<file path="src/rtl/pili_pkg.sv">
// Shared types, mode codes, pattern lengths and lamp decode for the pili sequencer.
package pili_pkg;

  typedef enum logic [1:0] {
    ST_IDLE  = 2'd0,
    ST_RUN   = 2'd1,
    ST_FLASH = 2'd2
  } state_e;

  localparam logic [1:0] MODE_CHASE_L = 2'd0;
  localparam logic [1:0] MODE_CHASE_R = 2'd1;
  localparam logic [1:0] MODE_BOUNCE  = 2'd2;
  localparam logic [1:0] MODE_FILL    = 2'd3;

  localparam logic [3:0] LEN_CHASE_L = 4'd6;
  localparam logic [3:0] LEN_CHASE_R = 4'd6;
  localparam logic [3:0] LEN_BOUNCE  = 4'd10;
  localparam logic [3:0] LEN_FILL    = 4'd7;

  // Number of steps in one pass of the selected pattern.
  function automatic logic [3:0] pattern_len(input logic [1:0] mode);
    logic [3:0] len;
    case (mode)
      MODE_CHASE_L: len = LEN_CHASE_L;
      MODE_CHASE_R: len = LEN_CHASE_R;
      MODE_BOUNCE:  len = LEN_BOUNCE;
      default:      len = LEN_FILL;
    endcase
    return len;
  endfunction

  // Lamp vector {F,E,D,C,B,A} for a pattern step.
  function automatic logic [5:0] lamp_decode(input logic [1:0] mode, input logic [3:0] q);
    logic [5:0] lamps;
    case (mode)
      MODE_CHASE_L: lamps = 6'b000001 << q;
      MODE_CHASE_R: lamps = 6'b100000 >> q;
      // Steps 6..9 walk back down from E to B: lamp index 10-q.
      MODE_BOUNCE:  lamps = (q < 4'd6) ? (6'b000001 << q) : (6'b000001 << (4'd10 - q));
      default:      lamps = ~(6'b111111 << q);
    endcase
    return lamps;
  endfunction

endpackage

</file>
<file path="src/rtl/pili_tick.sv">
// Step-tick prescaler: pulses tick once every (TICK_DIV << speed) clock cycles.
module pili_tick #(
  parameter int TICK_DIV = 2
) (
  input  logic       Clk,
  input  logic       Clr,
  input  logic       clear,
  input  logic [1:0] speed,
  output logic       tick
);

  // Wide enough for the count at the slowest speed (TICK_DIV*8 - 1).
  localparam int CNT_W = $clog2(TICK_DIV * 8);
  localparam logic [CNT_W:0] BASE = (CNT_W + 1)'(TICK_DIV);

  logic [CNT_W-1:0] count_q, count_d;
  logic [CNT_W:0]   period;
  logic [CNT_W-1:0] cnt_max;

  // Terminal count for the latched speed and the tick decode.
  always_comb begin
    period  = BASE << speed;
    cnt_max = CNT_W'(period - (CNT_W + 1)'(1));
    tick    = (count_q == cnt_max);
  end

  // Next count: restart on clear or after the terminal count.
  always_comb begin
    count_d = count_q + CNT_W'(1);
    if (clear || tick) begin
      count_d = '0;
    end
  end

  // Count register.
  always_ff @(posedge Clk or negedge Clr) begin
    if (!Clr) begin
      count_q <= '0;
    end else begin
      count_q <= count_d;
    end
  end

endmodule

</file>
<file path="src/rtl/pili_ctrl.sv">
// Running-light sequencer: paces the step counter, decodes lamp patterns,
// runs PASSES passes, an end flash, then returns idle with a Done pulse.
module pili_ctrl #(
  parameter int TICK_DIV    = 2,
  parameter int PASSES      = 2,
  parameter int FLASH_TICKS = 4
) (
  input  logic       Clk,
  input  logic       Clr,
  input  logic       Start,
  input  logic       Stop,
  input  logic [1:0] Mode,
  input  logic [1:0] Speed,
  output logic [3:0] Q,
  output logic       A,
  output logic       B,
  output logic       C,
  output logic       D,
  output logic       E,
  output logic       F,
  output logic       Busy,
  output logic       Done
);

  import pili_pkg::*;

  state_e     state_q, state_d;
  logic [3:0] q_q, q_d;
  logic [3:0] pass_q, pass_d;
  logic [3:0] flash_q, flash_d;
  logic [1:0] mode_q, mode_d;
  logic [1:0] speed_q, speed_d;
  logic       busy_q, busy_d;
  logic       done_q, done_d;

  logic       tick;
  logic       tick_clear;
  logic       last_step;
  logic       last_pass;
  logic       last_flash;
  logic [5:0] lamps;

  // Prescaler held at zero while idle and restarted on every state change,
  // so each RUN and FLASH phase starts with a full tick period.
  assign tick_clear = (state_q == ST_IDLE) || (state_d != state_q);

  pili_tick #(
    .TICK_DIV(TICK_DIV)
  ) u_tick (
    .Clk  (Clk),
    .Clr  (Clr),
    .clear(tick_clear),
    .speed(speed_q),
    .tick (tick)
  );

  assign last_step  = (q_q == pattern_len(mode_q) - 4'd1);
  assign last_pass  = (pass_q == 4'(PASSES - 1));
  assign last_flash = (flash_q == 4'(FLASH_TICKS - 1));

  // State register and datapath registers.
  always_ff @(posedge Clk or negedge Clr) begin
    if (!Clr) begin
      state_q <= ST_IDLE;
      q_q     <= '0;
      pass_q  <= '0;
      flash_q <= '0;
      mode_q  <= MODE_CHASE_L;
      speed_q <= '0;
      busy_q  <= 1'b0;
      done_q  <= 1'b0;
    end else begin
      state_q <= state_d;
      q_q     <= q_d;
      pass_q  <= pass_d;
      flash_q <= flash_d;
      mode_q  <= mode_d;
      speed_q <= speed_d;
      busy_q  <= busy_d;
      done_q  <= done_d;
    end
  end

  // Next-state logic; Stop wins over any coincident tick.
  always_comb begin
    state_d = state_q;
    case (state_q)
      ST_IDLE: begin
        if (Start && !Stop) state_d = ST_RUN;
      end
      ST_RUN: begin
        if (Stop) state_d = ST_IDLE;
        else if (tick && last_step && last_pass) state_d = ST_FLASH;
      end
      ST_FLASH: begin
        if (Stop) state_d = ST_IDLE;
        else if (tick && last_flash) state_d = ST_IDLE;
      end
      default: state_d = ST_IDLE;
    endcase
  end

  // Step, pass and flash counters, launch-time latches, Busy/Done.
  always_comb begin
    q_d     = q_q;
    pass_d  = pass_q;
    flash_d = flash_q;
    mode_d  = mode_q;
    speed_d = speed_q;
    done_d  = 1'b0;
    case (state_q)
      ST_IDLE: begin
        q_d     = '0;
        flash_d = '0;
        if (Start && !Stop) begin
          mode_d  = Mode;
          speed_d = Speed;
          pass_d  = '0;
        end
      end
      ST_RUN: begin
        if (Stop) begin
          q_d = '0;
        end else if (tick) begin
          if (last_step) begin
            q_d     = '0;
            pass_d  = pass_q + 4'd1;
            flash_d = '0;
          end else begin
            q_d = q_q + 4'd1;
          end
        end
      end
      ST_FLASH: begin
        q_d = '0;
        if (!Stop && tick) begin
          if (last_flash) done_d = 1'b1;
          else flash_d = flash_q + 4'd1;
        end
      end
      default: begin
        q_d     = '0;
        flash_d = '0;
      end
    endcase
    busy_d = (state_d != ST_IDLE);
  end

  // Lamp outputs from registered state, step and latched mode.
  always_comb begin
    lamps = '0;
    case (state_q)
      ST_RUN:   lamps = lamp_decode(mode_q, q_q);
      ST_FLASH: lamps = flash_q[0] ? 6'b000000 : 6'b111111;
      default:  lamps = '0;
    endcase
  end

  assign {F, E, D, C, B, A} = lamps;
  assign Q    = q_q;
  assign Busy = busy_q;
  assign Done = done_q;

endmodule

</file>
<file path="config.mk">
export PLATFORM = sky130hd
export DESIGN_NAME = pili_ctrl
export DESIGN_NICKNAME = d
export VERILOG_FILES = /design/src/rtl/pili_pkg.sv /design/src/rtl/pili_tick.sv /design/src/rtl/pili_ctrl.sv
export SDC_FILE = /design/constraint.sdc
export NUM_CORES = 1
export LEC_CHECK = 0
export BUFFER_PORTS_ARGS = -buffer_cell sky130_fd_sc_hd__buf_2
export CORE_MARGIN = 3
export CORE_UTILIZATION = 52
export CTS_BUF_LIST = sky130_fd_sc_hd__clkbuf_8
export CTS_CLUSTER_DIAMETER = 120
export DETAILED_ROUTE_END_ITERATION = 8
export GPL_ROUTABILITY_DRIVEN = 0
export PLACE_DENSITY = 0.72
export SKIP_LAST_GASP = 1
export SLEW_MARGIN = 10
export SYNTH_ARGS = -nofsm -noshare
export SYNTH_HDL_FRONTEND = slang
export SYNTH_SLANG_ARGS = --single-unit
</file>
<file path="constraint.sdc">
create_clock -name Clk -period 2.8 [get_ports Clk]
set_input_delay 0.28 -clock Clk [delete_from_list [all_inputs] [get_ports Clk]]
set_output_delay 0.28 -clock Clk [all_outputs]
set_load 0.005 [all_outputs]
</file>
Word-level counts from Yosys, hierarchy flattened
Cells that the tools add are included.
Storage, ports and cells
  output and inout bits: 12
  logic and storage cells: 85
  input bits: 8
  flip-flop bits (word level): 24
Cells by class
  $add $sub $neg: 7
  mux-type cells: 30
  shift operators: 5
  eq/ne operators: 16
  bitwise gates (word level): 1
  reductions and logical operators: 16
  magnitude comparators: 1
Operators by type and width (number)
  4-bit two-way mux: 14
  4-bit one-hot mux with 2 select lines: 3
  6-bit one-hot mux with 3 select lines: 1
  4-bit by 1-bit adder with 4-bit output, second input constant: 4
  6-bit two-way mux: 2
  6-bit one-hot mux with 2 select lines: 1
  1-bit by 4-bit << shifter with 6-bit output, first input constant: 2
  2-bit two-way mux: 5
  2-bit != test, second input constant: 5
  5-bit AND reduction: 2
  4-bit equality test: 2
  4-bit by 1-bit subtractor with 4-bit output, second input constant: 2
  6-bit inverter: 1
  2-bit one-hot mux with 3 select lines: 1
  6-bit by 4-bit << shifter with 6-bit output, first input constant: 1
  6-bit by 4-bit right shift with 6-bit output, first input constant: 1
  1-bit logical AND: 5
  2-bit by 1-bit equality test with 1-bit output, second input constant: 2
  2-bit equality test, second input constant: 2
  4-bit by 1-bit equality test with 1-bit output, second input constant: 1
  4-bit by 2-bit equality test with 1-bit output, second input constant: 1
  2-bit zero test: 2
  4-bit by 3-bit < comparator with 1-bit output, second input constant: 1
  2-bit nonzero test: 2
  10 further kinds: 13

Logic depth before layout (Yosys ltp)
  depth after elaboration: 14
  mapped depth: 8
  gate-level depth less buffers: 8

Hierarchy
From an unflattened synthesis, not the netlist that was laid out.
Unflattened totals
  cells, all modules: 250
  area, all modules: 2095.8 um^2
Modules (own cells, without submodules)
  pili_ctrl: cells an instance 230, area an instance 1864.3 um^2, instances 1
  pili_tick: cells an instance 20, area an instance 231.5 um^2, instances 1

Worst setup path before layout
OpenSTA, ideal clock, no wires.
  path type: register to output
  start: register q_q[2] (netlist: Q[2])
  end: output B
  cell stages (with the launch flop): 9
  path buffers: 1
  required time: 2520 ps
  data arrival time: 1788 ps
  slack: 732 ps
  cell sequence: dfrtp_1 -> clkbuf_1 -> inv_1 -> ha_1 -> o21ai_0 -> a32oi_1 -> nor3b_1 -> o21ai_0 -> a21oi_1
On the way
  longest elaborated chain between the ends: 5
  elaborated cells on any way between the ends: 10
  those cells by class: add/sub: 1; order compare: 1; shift: 4; mux: 3; bitwise: 1
RTL lines
  from (decl): line pili_ctrl.sv:28  | logic [3:0] q_q, q_d;
  from (signal assigned): line pili_ctrl.sv:74  | q_q <= q_d;
  4-bit subtractor: line pili_pkg.sv:39  | MODE_BOUNCE: lamps = (q < 4'd6) ? (6'b000001 << q) : (6'b000001 << (4'd10 - q));
  1-bit by 4-bit << shifter with 6-bit output: line pili_pkg.sv:39
  6-bit two-way mux: line pili_pkg.sv:39
  6-bit one-hot mux with 3 select lines *: line pili_pkg.sv:35  | case (mode)
  6-bit one-hot mux with 2 select lines *: line pili_ctrl.sv:152  | case (state_q)
  to (decl): line pili_ctrl.sv:16  | output logic B,
Mark *: on every way between the ends. The rest lies on a longest branch, timed or not.

Final worst setup path
  start: register q_q[0] (netlist: Q[0])
  end: output B
Same word-level chain as after synthesis.

==> impl_metrics.py <==
metrics = {
    "run_status": {
        "status": "completed",
    },
    "synthesis": {
        "syn_avg_cell_area_um2": 8.354,
        "ys_seq_elements": 24,
        "synth_xor_xnor_area_share": 0.02351,
        "synth.distinct_cells": 45,
        "syn_area_um2": 1863,
        "synth_edf_count": 0,
        "synth_compound_gate_area_share": 0.2035,
        "synthSimpleGateAreaFrac": 0.2525,
        "ys.flop_type": "dfrtp_1",
        "synthAdderAreaFrac": 0.1007,
        "yosysSeqAreaShare": 0.3224,
        "synth_top_family_by_area": "simple AND/OR/NAND/NOR gates",
        "muxShareOfSynthArea": 0.04030,
        "syn_nets": 246,
        "async_reset_ff_frac": 1.000,
        "syn_inst": 223,
        "yosysWarningCount": 0,
    },
    "pwr": {
        "power.density_nw_per_um2": 614.8,
        "p_leak_nw": 0.9434,
        "ir_drop_mv": 0.3883,
    },
    "die": {
        "start_util": 0.5496,
        "rows": 21,
        "die_h_um": 65.86,
        "num_io_pins": 20,
        "core_um2": 3390,
        "die_w_um": 65.86,
        "dieArea_um2": 4337,
    },
    "sta": {
        "relSlewSlack": 0.6422,
        "period_share": 0.9014,
        "clock_skew_ns": 0.005554,
        "setup_tns_ns": 0,
        "rsz0062_at_grt": "no",
        "period_needed_ns": 2.524,
        "report.final.slew_viol_count": 0,
        "worst_pin_slew_ns": 0.5354,
        "finalHoldViolations": 0,
        "hold_slack_ns": 0.2319,
        "max_freq_ghz": 0.3962,
        "setup_viol": 0,
        "setup_slack_ns": 0.2760,
    },
    "cells_and_area": {
        "syn_to_final_growth_pct": 10.48,
        "n_antenna_cell": 0,
        "nets": 264,
        "fillerInstances": 294,
        "final_layout_size_suffix_gt1_frac": 0.1375,
    },
    "job": {
        "drv_cap": 0,
    },
    "critical_path": {
        "crit_fanout": 10,
        "slowest_delay_ns": 0.54,
        "end_kind": "primary output",
        "worstSetupPathType": "reg -> out",
        "startpoint_type": "flip-flop",
        "arrival_ns": 2.24,
        "crit_path_cell_trace": "ha_1, inv_1, ha_1, o21ai_0, a32oi_1, nor3b_1, o21ai_0, a21oi_1, buf_2",
        "required_ns": 2.52,
        "cpMaxStageDelayCell": "dfrtp_1",
    },
    "route": {
        "postRouteAntennaNets": 0,
        "drt_iter0_markers": 204,
        "wl_met2_mm": 1.890,
        "wl_met3_um": 184,
        "top_layer_used": "met4",
        "met1Wirelength_mm": 2.035,
        "routedWlPerCell_um": 14.57,
        "vias_per_cell": 5.937,
        "wirelength_mm": 4.168,
        "vias": 1698,
        "drtPass1Iterations": 4,
        "drc": 0,
    },
    "grt": {
        "grt_pass1_wl_mm": 6.831,
        "track_usage": 0.2051,
        "grt-ovfl-total": 0,
        "antenna_found_initial": 0,
        "grt_max_degree": 25,
        "grt_pass1_vias": 1461,
    },
    "clock_tree": {
        "numCtsBuffers": 3,
        "clock_sinks": 24,
        "clock_path_buffers": 2,
        "htreeDepth": 1,
        "cts_root_buf": "clkbuf_8",
        "clkLatencyLatePin_ns": 0.27,
        "cts_tree": "done",
        "path_clk_slew_ns": 0.08,
    },
    "placement": {
        "dp_hpwl_mm": 3.056,
        "port_buffers": 19,
        "place_ws_ns": 0.4702,
    },
    "min_path": {
        "worstHoldPathType": "in -> reg",
    },
}
[worst paths after layout]
check	start	end	slack (ns)	cells past startpoint
min reg2reg	u_tick.count_q[0]	u_tick.count_q[0]	0.50	1
max in group asynchronous	Clr	Q[1]	1.91	2
max reg2reg	Q[2]	Busy	0.43	6
min	Mode[0]	mode_q[0]	0.23	2
max	Q[0]	B	0.28	9
min in group asynchronous	Clr	speed_q[1]	0.51	2
[cells by family (layout without fill, tap and decap cells)]
logic type,count (synthesis),after routing
flops,24,24
xor+xnor,5,5
simple gates,88,88
compound gates,58,58
mux,7,7
fa+ha+maj,15,15
buf+inv,26,43
[state kept, by name, indices dropped and copies added, names as in the netlist]
register	count
speed_q	2
Busy	1
flash_q	4
u_tick.count_q	4
Done	1
state_q	2
pass_q	4
mode_q	2
Q	4
[synth_stat cells, drive strengths merged, types with 2 or more instances]
| master | number | share of area |
|---|---|---|
| ha | 15 | 0.10 |
| and3 | 5 | 0.017 |
| a32oi | 2 | 0.0094 |
| buf | 2 | 0.0087 |
| nor3b | 5 | 0.020 |
| nand3 | 11 | 0.030 |
| and4b | 2 | 0.011 |
| or4b | 2 | 0.011 |
| o21ai | 11 | 0.030 |
| nand2 | 19 | 0.038 |
| inv | 16 | 0.032 |
| o211ai | 5 | 0.020 |
| o311ai | 2 | 0.0094 |
| o22ai | 4 | 0.013 |
| and2 | 5 | 0.017 |
| nand2b | 2 | 0.0067 |
| xnor2 | 2 | 0.0094 |
| clkbuf | 8 | 0.016 |
| mux2i | 3 | 0.016 |
| dfrtp | 24 | 0.32 |
| nor2 | 17 | 0.034 |
| or3 | 2 | 0.0067 |
| xor2 | 3 | 0.014 |
| nor3 | 3 | 0.0081 |
| a21oi | 15 | 0.040 |
| a31oi | 3 | 0.010 |
| nor2b | 5 | 0.017 |
| mux2 | 4 | 0.024 |
| nand4 | 4 | 0.013 |
| a22oi | 5 | 0.020 |
| a211o | 3 | 0.014 |
| nor4 | 2 | 0.0067 |
[worst max-delay path, delay by kind of cell, from the launching register on]
| kind | cells | cell delay [ns] |
|---|---|---|
| adder cells (fa/ha/maj) | 2 | 0.59 |
| AO/OA/AOI/OAI | 4 | 0.49 |
| buffers and inverters | 2 | 0.18 |
| AND/OR/NAND/NOR | 1 | 0.17 |
| flip-flops | 1 | 0.54 |
[layer usage]
layer / track usage / vias to the layer above
li1: - / 843
met1: 0.2805 / 814
met2: 0.3242 / 36
met3: 0.03741 / 5
met4: 0.06995 / 0
met5: 0 / -
[per-stage QoR]
step	area, um2	std cells	total power [mW]	util
after floorplan	1863	223	0.8646	-
after global placement	1992	281	1.024	0.5877
after detailed placement	1992	281	1.027	0.5877
after CTS	2057	286	1.271	0.6069
after global routing	2058	286	1.365	0.6072
final	2058	286	1.265	0.6072
[cells in the final DEF, fill, tap and decap left out, types with 11 or more instances in the layout]
cell type,count
nand2_1,19
nor2_1,17
o21ai_0,11
dfrtp_1,23
nand3_1,11
buf_2,19
inv_1,16
ha_1,15
a21oi_1,15
[final cells by class]
type                            count  area, um2  area share
Multi-Input combinational cell    173       1156      0.5617
Inverter                           16      60.06     0.02918
Sequential cell                    24      601.8      0.2924
Clock buffer                        4      55.05     0.02675
Tap cell                           46      57.56     0.02796
Timing Repair Buffer               23      127.6     0.06201
[what timing repair did]
action | in CTS | in global routing
hold buffers | 1 | 0
resized for setup | 0 | 1
endpoints found under the hold margin | 13 | 0
endpoints found under the setup margin | 0 | 1
setup buffers | 0 | 0
[where the power goes]
| group | switching, mW | leakage (nW) | internal [mW] |
|---|---|---|---|
| registers | 0.0664 | 0.320 | 0.402 |
| logic | 0.327 | 0.595 | 0.234 |
| clock network | 0.110 | 0.0288 | 0.126 |
| total | 0.504 | 0.943 | 0.761 |
No activity file was read; power rests on OpenSTA's default activity.
